### src/rtl/calc_result_display.sv
// +----------------------------------------------------------------------------+
// | calc_result_display: 8-bit result -> BCD -> 4-digit seven-segment scanner   |
// | Option macro: LEADING_ZERO_BLANK_EN.  Rev 1.0                               |
// +----------------------------------------------------------------------------+
`default_nettype none

module calc_result_display #(
  parameter int REFRESH_DIV = 100000,
  parameter int CNT_W       = 17
) (
  input  logic       clk,
  input  logic       rst_n,
  input  logic [7:0] result,
  input  logic       err,
  output logic [6:0] seg,
  output logic [3:0] an,
  output logic       dp,
  output logic       busy
);

  typedef enum logic [1:0] {IDLE = 2'd0, SHIFT = 2'd1, LATCH = 2'd2} state_t;

  localparam logic [6:0] SEG_BLANK = 7'b1111111;
  localparam logic [6:0] SEG_E     = 7'b0000110;
  localparam logic [6:0] SEG_DASH  = 7'b0111111;

  state_t           state_q, state_d;
  logic [7:0]       shreg_q, shreg_d;
  logic [9:0]       bcd_q, bcd_d, bcd_adj;
  logic [7:0]       last_q, last_d;
  logic [2:0]       scnt_q, scnt_d;
  logic             force_q, force_d;
  logic [3:0]       hund_q, hund_d, tens_q, tens_d, ones_q, ones_d;
  logic [CNT_W-1:0] rcnt_q, rcnt_d;
  logic [1:0]       idx_q, idx_d;
  logic [6:0]       seg_q, seg_d;
  logic [3:0]       an_q, an_d;
  logic             tick;
  logic             blank_hund, blank_tens;

  function automatic logic [6:0] seg7(input logic [3:0] d);
    case (d)
      4'd0:    seg7 = 7'b1000000;
      4'd1:    seg7 = 7'b1111001;
      4'd2:    seg7 = 7'b0100100;
      4'd3:    seg7 = 7'b0110000;
      4'd4:    seg7 = 7'b0011001;
      4'd5:    seg7 = 7'b0010010;
      4'd6:    seg7 = 7'b0000010;
      4'd7:    seg7 = 7'b1111000;
      4'd8:    seg7 = 7'b0000000;
      4'd9:    seg7 = 7'b0010000;
      default: seg7 = SEG_BLANK;
    endcase
  endfunction

  always_ff @(posedge clk or negedge rst_n) begin
    if (!rst_n) begin
      state_q <= IDLE;
      shreg_q <= '0;
      bcd_q   <= '0;
      last_q  <= '0;
      scnt_q  <= '0;
      force_q <= 1'b1;
      hund_q  <= '0;
      tens_q  <= '0;
      ones_q  <= '0;
      rcnt_q  <= '0;
      idx_q   <= '0;
      seg_q   <= SEG_BLANK;
      an_q    <= 4'b1111;
    end else begin
      state_q <= state_d;
      shreg_q <= shreg_d;
      bcd_q   <= bcd_d;
      last_q  <= last_d;
      scnt_q  <= scnt_d;
      force_q <= force_d;
      hund_q  <= hund_d;
      tens_q  <= tens_d;
      ones_q  <= ones_d;
      rcnt_q  <= rcnt_d;
      idx_q   <= idx_d;
      seg_q   <= seg_d;
      an_q    <= an_d;
    end
  end

  // Hundreds nibble is only 2 bits wide and never reaches 5, so it needs no adjust.
  always_comb begin
    bcd_adj = bcd_q;
    if (bcd_q[3:0] >= 4'd5) bcd_adj[3:0] = bcd_q[3:0] + 4'd3;
    if (bcd_q[7:4] >= 4'd5) bcd_adj[7:4] = bcd_q[7:4] + 4'd3;
  end

  always_comb begin
    state_d = state_q;
    shreg_d = shreg_q;
    bcd_d   = bcd_q;
    last_d  = last_q;
    scnt_d  = scnt_q;
    force_d = force_q;
    hund_d  = hund_q;
    tens_d  = tens_q;
    ones_d  = ones_q;
    case (state_q)
      IDLE: begin
        if ((result != last_q) || force_q) begin
          shreg_d = result;
          last_d  = result;
          bcd_d   = '0;
          force_d = 1'b0;
          scnt_d  = '0;
          state_d = SHIFT;
        end
      end
      SHIFT: begin
        {bcd_d, shreg_d} = {bcd_adj, shreg_q} << 1;
        scnt_d = scnt_q + 3'd1;
        if (scnt_q == 3'd7) state_d = LATCH;
      end
      LATCH: begin
        hund_d  = {2'b00, bcd_q[9:8]};
        tens_d  = bcd_q[7:4];
        ones_d  = bcd_q[3:0];
        state_d = IDLE;
      end
      default: state_d = IDLE;
    endcase
  end

  assign tick   = (rcnt_q == CNT_W'(REFRESH_DIV - 1));
  assign rcnt_d = tick ? '0 : rcnt_q + CNT_W'(1);
  assign idx_d  = tick ? idx_q + 2'd1 : idx_q;

`ifdef LEADING_ZERO_BLANK_EN
  assign blank_hund = (hund_q == 4'd0);
  assign blank_tens = blank_hund && (tens_q == 4'd0);
`else
  assign blank_hund = 1'b0;
  assign blank_tens = 1'b0;
`endif

  // Anode and segment data are both derived from idx_q so they land on the same edge.
  always_comb begin
    an_d  = 4'b1111;
    seg_d = SEG_BLANK;
    case (idx_q)
      2'd0: begin
        an_d  = 4'b1110;
        seg_d = err ? SEG_DASH : seg7(ones_q);
      end
      2'd1: begin
        an_d  = 4'b1101;
        seg_d = err ? SEG_DASH : (blank_tens ? SEG_BLANK : seg7(tens_q));
      end
      2'd2: begin
        an_d  = 4'b1011;
        seg_d = err ? SEG_DASH : (blank_hund ? SEG_BLANK : seg7(hund_q));
      end
      default: begin
        an_d  = 4'b0111;
        seg_d = err ? SEG_E : SEG_BLANK;
      end
    endcase
  end

  assign seg  = seg_q;
  assign an   = an_q;
  assign dp   = 1'b1;
  assign busy = (state_q != IDLE);

endmodule

`default_nettype wire

### config.mk
export PLATFORM = sky130hd
export DESIGN_NAME = calc_result_display
export DESIGN_NICKNAME = d
export VERILOG_FILES = /design/src/rtl/calc_result_display.sv
export SDC_FILE = /design/constraint.sdc
export NUM_CORES = 1
export LEC_CHECK = 0
export CORE_MARGIN = 10
export CORE_UTILIZATION = 59
export DETAILED_ROUTE_END_ITERATION = 8
export PLACE_DENSITY = 0.92
export SLEW_MARGIN = 20
export SYNTH_ARGS = -nofsm -noshare
export SYNTH_HDL_FRONTEND = slang
export SYNTH_SLANG_ARGS = --single-unit
### constraint.sdc
create_clock -name clk -period 2.3 [get_ports clk]
set_input_delay 0.23 -clock clk [delete_from_list [all_inputs] [get_ports clk]]
set_output_delay 0.23 -clock clk [all_outputs]
set_load 0.005 [all_outputs]
==> impl_table.tex, run 1 <==
\begin{tabular}{lr}
\hline
Metric & Value \\
\hline
\multicolumn{2}{l}{\textbf{Run status}} \\
Run status & complete, no violations \\
\multicolumn{2}{l}{\textbf{Layout}} \\
Sequential Area & 1820 sq um \\
Fraction of layout cells with a size suffix above 1 & 15.1\% \\
Diode count & 0 \\
Post-layout utilization of the core & 70.5\% \\
Number of inserted filler cells in the final layout & 425 \\
Number of nets at the end of the flow & 420 \\
Area Overhead vs Synth & 14.3\% \\
Area taken by multi-input logic gates & 1750 sq um \\
Fin cells & 465 \\
\multicolumn{2}{l}{\textbf{Synthesis}} \\
Most instantiated cells after synthesis & 60 x sky130\_fd\_sc\_hd\_\_dfrtp\_1, 29 x sky130\_fd\_sc\_hd\_\_o21ai\_0, 28 x sky130\_fd\_sc\_hd\_\_nor2\_1 \\
Largest cells by area after synthesis & sky130\_fd\_sc\_hd\_\_dfrtp\_1 40\%, sky130\_fd\_sc\_hd\_\_dfstp\_2 8.5\%, sky130\_fd\_sc\_hd\_\_ha\_1 8.1\%, sky130\_fd\_sc\_hd\_\_xnor2\_1 5.2\%, sky130\_fd\_sc\_hd\_\_mux2\_2 3.9\% \\
Mapped Nets & 392 \\
Total number of yosys warnings & 0 \\
Count of cell types in the netlist & 46 \\
Post-synthesis instance total & 357 \\
Flip-flop and latch count after synthesis & 72 \\
Synthesized area per cell & 10.4 sq um \\
Top-area cell type share of the netlist area & 40.4\% \\
Share of synthesized area occupied by flip-flops and latches & 48.9\% \\
Cell taking the most area after synthesis & sky130\_fd\_sc\_hd\_\_dfrtp\_1 \\
Area of the mapped netlist & 3710 sq um \\
Async SR Flop Fraction & 100\% \\
Most common cell in the synthesized netlist & sky130\_fd\_sc\_hd\_\_dfrtp\_1 \\
Number of synthesized flops with an enable pin & 0 \\
Main synth FF type & sky130\_fd\_sc\_hd\_\_dfrtp\_1 \\
\multicolumn{2}{l}{\textbf{Timing}} \\
Final setup skew & 9.69 ps \\
Maximum clock frequency & 0.522 GHz \\
Final critical delay including setup and external delays & 1920 ps \\
Total Neg Setup Slack & 0 ps \\
Worst setup margin & 383 ps \\
RSZ-0062 raised after global routing & no \\
Number of setup violations in the final report & 0 \\
Tightest Pin Transition & 535 ps \\
Worst relative slew slack & 64.2\% \\
Final Hold Vio Count & 0 \\
Portion of the clock cycle consumed by the worst path in the final layout & 83.4\% \\
Final Max Slew Viols & 0 \\
\multicolumn{2}{l}{\textbf{CTS}} \\
Number of levels the H-tree was split into & 3 \\
Cells resized by post-CTS repair & 0 \\
Clock transition time at the flip-flop clock pins of the worst setup and hold paths & 80 ps \\
Clock tree from TritonCTS & done \\
Hold Buf Count CTS & 1 \\
CTS Buf Count & 9 \\
Buffer count from post-CTS setup fixing & 0 \\
Clock sink count & 72 \\
Master cell of the clock root buffer & sky130\_fd\_sc\_hd\_\_clkbuf\_8 \\
Clock latency on the worst-skew pair & 350 ps \\
Maximum buffer depth of the clock tree & 2 \\
\multicolumn{2}{l}{\textbf{Die}} \\
Number of primary I/O pins & 24 \\
Area enclosed by the die boundary & 9870 sq um \\
CORE AREA & 6030 sq um \\
Number of standard-cell rows in the floorplan & 28 \\
Floorplan die width & 99.4 um \\
DIE HEIGHT & 99.4 um \\
Starting density of the core & 61.6\% \\
\multicolumn{2}{l}{\textbf{Placement}} \\
Gpl congestion & 0.853 \\
Quantity of I/O buffers inserted on ports & 22 \\
Place WS & 174 ps \\
Detailed placer's ending HPWL & 5.25 mm \\
Dpl cells & 448 \\
\multicolumn{2}{l}{\textbf{Worst setup path}} \\
Max stage delay cell, worst path & sky130\_fd\_sc\_hd\_\_dfrtp\_1 \\
Data arrival time of the critical path & 1690 ps \\
Maximum fanout along the worst path & 11 \\
Worst setup SP type & flop \\
Type of the setup path with the least slack & reg2out \\
Data required time of the worst path & 2070 ps \\
Kind of end point of the critical path & output port \\
Biggest cell delay along the critical path & 520 ps \\
CP Cell Sequence & nor2\_1, buf\_4, inv\_1, clkdlybuf4s50\_1 \\
\multicolumn{2}{l}{\textbf{Global route}} \\
Largest net degree at the start of global routing & 73 \\
Overflow after GRT & 0 \\
Initial antenna violation count & 0 \\
Global Route Usage Sum & 15.5\% \\
Number of global-route vias before repair & 2886 \\
First-pass GRT wire length & 13.0 mm \\
\multicolumn{2}{l}{\textbf{Detailed routing}} \\
Post-route antenna net violation count & 0 \\
Average detailed-routed wire length per instance & 16.0 um \\
Length of routed wiring on met1 & 3.17 mm \\
Final wirelength & 7.42 mm \\
Number of detailed-route iterations in the first pass & 4 \\
Total number of vias & 2728 \\
Met2 WL post-DR & 3.70 mm \\
Met3 wire length & 363 um \\
Residual DRC & 0 \\
Highest layer used for signal routing & met4 \\
Via density per instance & 5.87 \\
Count of routing violations after the opening detailed-route iteration & 117 \\
\multicolumn{2}{l}{\textbf{Pwr}} \\
LEAKAGE & 1.87 nW \\
Sequential power share & 40.5\% \\
Logic gate share of total power & 39.5\% \\
Power per Cell Area & 1210 nW/um\^{}2 \\
Sw Pwr & 0.00186 W \\
Share of total power consumed by net switching & 36.2\% \\
Maximum VDD drop & 777 uV \\
Int Pwr & 0.00328 W \\
Clock group share of total power & 20.1\% \\
\multicolumn{2}{l}{\textbf{Min path}} \\
Path type of the worst min-delay path & in2async \\
\multicolumn{2}{l}{\textbf{Run}} \\
Number of max-capacitance violations reported & 0 \\
\hline
\end{tabular}
[layout by cell type, fill, tap and decap left out, drive strengths merged, types with 3 or more instances in the layout]
cell and n:
o21bai 3, and3 4, nor3 4, a21oi 14, nand3 7, clkdlybuf4s50 21
o22ai 4, a22o 5, nor2b 5, a31oi 4, dfrtp 60, o221a 7
xnor2 22, inv 23, buf 8, nand2 22, xor2 6, ha 24
a41oi 3, clkbuf 11, nand2b 11, dfstp 12, o21ai 30, mux2 13
nand4 6, nor2 28
[path summary, 6_finish.rpt]
path	start	end	slack (ps)	depth (start not counted)
setup / recovery	state_q[0]	busy	380	4
hold / removal	rst_n	idx_q[0]	410	3
setup reg to reg	rcnt_q[13]	idx_q[1]	420	4
hold reg to reg	force_q	force_q	480	1
max in group asynchronous	rst_n	force_q	1550	3
min in group clk	force_q	force_q	480	1
[layer usage]
layer	vias to the layer above	track usage, %
met3	18	4.84
met1	1347	17.5
li1	1298	-
met2	65	26.3
met5	-	0
met4	0	7.06
[stage by stage]
step | hold slack, ps | area (sq um) | power [W]
finish | 412 | 4250 | 0.00514
global route | 483 | 4250 | 0.00551
CTS | 437 | 4250 | 0.00514
detailed placement | 284 | 4030 | 0.00409
global placement | 280 | 4030 | 0.00391
floorplan | -65.6 | 3710 | 0.00344
[flip-flops by register name, summed over array words and instances (netlist names)]
register and count:
shreg_q 8, seg 7, state_q 2, force_q 1, last_q 8, idx_q 2
an 4, bcd_q 10, hund_q 2, tens_q 4, scnt_q 3, ones_q 4
rcnt_q 17
[cells by family after synthesis]
family	after synthesis	synth area share (%)
xor gates and xnor gates	28	6.60
DFF	72	48.9
buffers and inverters	36	3.94
muxes	14	4.21
and+or+nand+nor	98	13.2
adders and majority gates	24	8.08
AOI/OAI and AO/OA	84	14.9
other	1	0.101
[critical path: cells and delay by family (launching register included)]
kind | cells | cell delay (ps)
buffers and inverters | 3 | 740
DFF | 1 | 520
and+or+nand+nor | 1 | 70
[cell type report]
class / count / area share, %
clock buffer: 11 / 3.57
clock inverter: 5 / 1.30
inverter: 23 / 2.03
multi-input combinational: 249 / 41.3
sequential: 72 / 42.8
tap: 75 / 2.21
timing repair buffer: 30 / 6.84
[power by group through the flow]
stage	clock, W	sequential [W]	combinational (W)
2_1_floorplan	0	0.00196	0.00148
3_3_place_gp	0	0.00206	0.00185
3_5_place_dp	0	0.00209	0.00200
4_1_cts	0.00105	0.00207	0.00202
5_1_grt	0.00110	0.00213	0.00228
6_report	0.00103	0.00208	0.00203
Power figures use the tool's default switching activity.
==> run 2: changes to the inputs <==
==> constraint.sdc (replaced) <==
create_clock -name clk -period 1.8 [get_ports clk]
set_input_delay 0.18 -clock clk [delete_from_list [all_inputs] [get_ports clk]]
set_output_delay 0.18 -clock clk [all_outputs]
set_load 0.005 [all_outputs]
==> run 2 against run 1 <==
  * The flow now finishes with violations (negative setup slack)
  * Global-route usage fell by 0.067 points
  * Via count fell by 0.40%
  * Combinational power rose by 31%
  * Register-to-register slack got worse by 450 ps
  * Sequential power rose by 27%
  * Critical path depth did not move
  * Hold slack got worse by 39 ps
  * Final cell count rose by 3.4%
  * Critical path type is now reg2reg
  * Largest cell class unchanged
==> impl_table.tex, run 2 (synthesized netlist as in run 1, its figures left out) <==
\begin{tabular}{lr}
\hline
Metric & Value \\
\hline
\multicolumn{2}{l}{\textbf{Timing}} \\
Final critical delay including setup and external delays & 1830 ps \\
Final Max Slew Viols & 0 \\
Worst relative slew slack & 64.6\% \\
Portion of the clock cycle consumed by the worst path in the final layout & 101\% \\
Hold Worst Slack & 373 ps \\
Maximum clock frequency & 0.548 GHz \\
Final setup skew & 7.24 ps \\
Number of setup violations in the final report & 1 \\
RSZ-0062 raised after global routing & yes \\
Worst setup margin & -25.2 ps \\
Final Hold Vio Count & 0 \\
Tightest Pin Transition & 529 ps \\
\multicolumn{2}{l}{\textbf{Die}} \\
Number of primary I/O pins & 24 \\
Floorplan die width & 99.4 um \\
Area enclosed by the die boundary & 9870 sq um \\
CORE AREA & 6030 sq um \\
Starting density of the core & 61.6\% \\
DIE HEIGHT & 99.4 um \\
Number of standard-cell rows in the floorplan & 28 \\
\multicolumn{2}{l}{\textbf{Global route}} \\
Global Route Usage Sum & 15.4\% \\
Largest net degree at the start of global routing & 73 \\
Overflow after GRT & 0 \\
First-pass GRT wire length & 12.7 mm \\
Initial antenna violation count & 0 \\
Number of global-route vias before repair & 2751 \\
\multicolumn{2}{l}{\textbf{Placement}} \\
Dpl cells & 464 \\
Gpl congestion & 0.851 \\
Detailed placer's ending HPWL & 5.15 mm \\
Quantity of I/O buffers inserted on ports & 22 \\
\multicolumn{2}{l}{\textbf{Detailed routing}} \\
Total number of vias & 2717 \\
Post-route antenna net violation count & 0 \\
Residual DRC & 0 \\
Number of detailed-route iterations in the first pass & 4 \\
Count of routing violations after the opening detailed-route iteration & 135 \\
Final wirelength & 7.47 mm \\
Average detailed-routed wire length per instance & 15.5 um \\
Via density per instance & 5.65 \\
\multicolumn{2}{l}{\textbf{Layout}} \\
Fraction of layout cells with a size suffix above 1 & 19.7\% \\
Flip-flop count of the largest register after layout & 17 \\
Number of inserted filler cells in the final layout & 385 \\
Number of nets at the end of the flow & 436 \\
Top flop regs & rcnt\_q (17), bcd\_q (10) \\
Most common cell after layout, fill and taps aside & sky130\_fd\_sc\_hd\_\_dfrtp\_1 \\
Fin cells & 481 \\
Register containing the most flip-flops in the final layout & rcnt\_q \\
Area Overhead vs Synth & 19.5\% \\
Commonest cells after routing, fill and taps aside & 59 x sky130\_fd\_sc\_hd\_\_dfrtp\_1, 29 x sky130\_fd\_sc\_hd\_\_o21ai\_0, 26 x sky130\_fd\_sc\_hd\_\_nor2\_1 \\
Diode count & 0 \\
\multicolumn{2}{l}{\textbf{Worst setup path}} \\
Data arrival time of the critical path & 2060 ps \\
Maximum fanout along the worst path & 2 \\
Kind of end point of the critical path & flop \\
Worst setup SP type & flop \\
Type of the setup path with the least slack & reg2reg \\
Data required time of the worst path & 2040 ps \\
Worst R2R Path Depth & 4 \\
\multicolumn{2}{l}{\textbf{CTS}} \\
Clock transition time at the flip-flop clock pins of the worst setup and hold paths & 80 ps \\
CTS Buf Count & 9 \\
Maximum buffer depth of the clock tree & 2 \\
Master cell of the clock root buffer & sky130\_fd\_sc\_hd\_\_clkbuf\_8 \\
Clock latency on the worst-skew pair & 350 ps \\
Buffer count from post-CTS setup fixing & 0 \\
Clock sink count & 72 \\
Clock tree from TritonCTS & done \\
Number of levels the H-tree was split into & 3 \\
\multicolumn{2}{l}{\textbf{Pwr}} \\
Sequential power share & 38.3\% \\
Power per Cell Area & 1550 nW/um\^{}2 \\
Clock group share of total power & 22.9\% \\
LEAKAGE & 1.96 nW \\
Sw Pwr & 0.00237 W \\
Share of total power consumed by net switching & 34.5\% \\
Int Pwr & 0.00450 W \\
Maximum VDD drop & 1060 uV \\
Logic gate share of total power & 38.8\% \\
\multicolumn{2}{l}{\textbf{Run status}} \\
Run status & finished, violations left \\
Failing checks & negative setup slack \\
\multicolumn{2}{l}{\textbf{Min path}} \\
Path type of the worst min-delay path & in2async \\
\multicolumn{2}{l}{\textbf{Run}} \\
Number of max-capacitance violations reported & 0 \\
\hline
\end{tabular}
run 2: cell type report:
cell class | count | area (sq um) | share of cell area (%)
Inverter | 23 | 86.3 | 1.94
Timing Repair Buffer | 46 | 414 | 9.33
Sequential cell | 72 | 1820 | 40.9
Multi-Input combinational cell | 249 | 1780 | 40.1
Clock buffer | 11 | 141 | 3.18
Tap cell | 75 | 93.8 | 2.11
Clock inverter | 5 | 105 | 2.37
run 2: worst paths after layout:
path	start	end	slack (ps)
setup / recovery	rcnt_q[11]	idx_q[1]	-30
hold / removal	rst_n	idx_q[0]	370
setup reg to reg	rcnt_q[11]	idx_q[1]	-30
hold reg to reg	force_q	force_q	490
max in group asynchronous	rst_n	force_q	1090
min in group clk	force_q	force_q	490
run 2: per-stage QoR:
stage | area [sq um] | total power [W] | setup TNS (ps) | setup WS [ps] | util [%]
3_5_place_dp | 4150 | 0.00525 | -1830 | -154 | 68.9
2_1_floorplan | 3710 | 0.00439 | 0 | 4.40 | -
6_report | 4440 | 0.00687 | -25.2 | -25.2 | 73.7
4_1_cts | 4410 | 0.00686 | 0 | 13.5 | 73.2
3_3_place_gp | 4150 | 0.00506 | -893 | -78.5 | 68.9
5_1_grt | 4440 | 0.00738 | -141 | -82.8 | 73.7
run 2: metal layers:
metal  track usage (%)  routed length, um
met1              18.2               3270
met5                 0                  0
met4              5.40                 57
met3              4.98                330
met2              25.8               3820
run 2: power groups by stage:
stage / Clock [W] / Combinational [W] / Sequential (W)
final: 0.00157 / 0.00266 / 0.00264
after global placement: 0 / 0.00246 / 0.00261
after floorplan: 0 / 0.00189 / 0.00250
after global routing: 0.00167 / 0.00301 / 0.00270
after detailed placement: 0 / 0.00261 / 0.00264
after CTS: 0.00159 / 0.00266 / 0.00262
run 2: critical path, stage by stage, from the launching register on:
cell and delay [ps]:
sky130_fd_sc_hd__dfrtp_1 390, sky130_fd_sc_hd__or4_4 550, sky130_fd_sc_hd__nor4b_4 220, sky130_fd_sc_hd__and4_4 270, sky130_fd_sc_hd__mux2_4 300
run 2: timing repair:
item,in CTS,in global routing
pin swaps,0,0
hold buffers,1,0
resized for setup,1,8
setup endpoints to repair,1,26
endpoints found under the hold margin,60,0
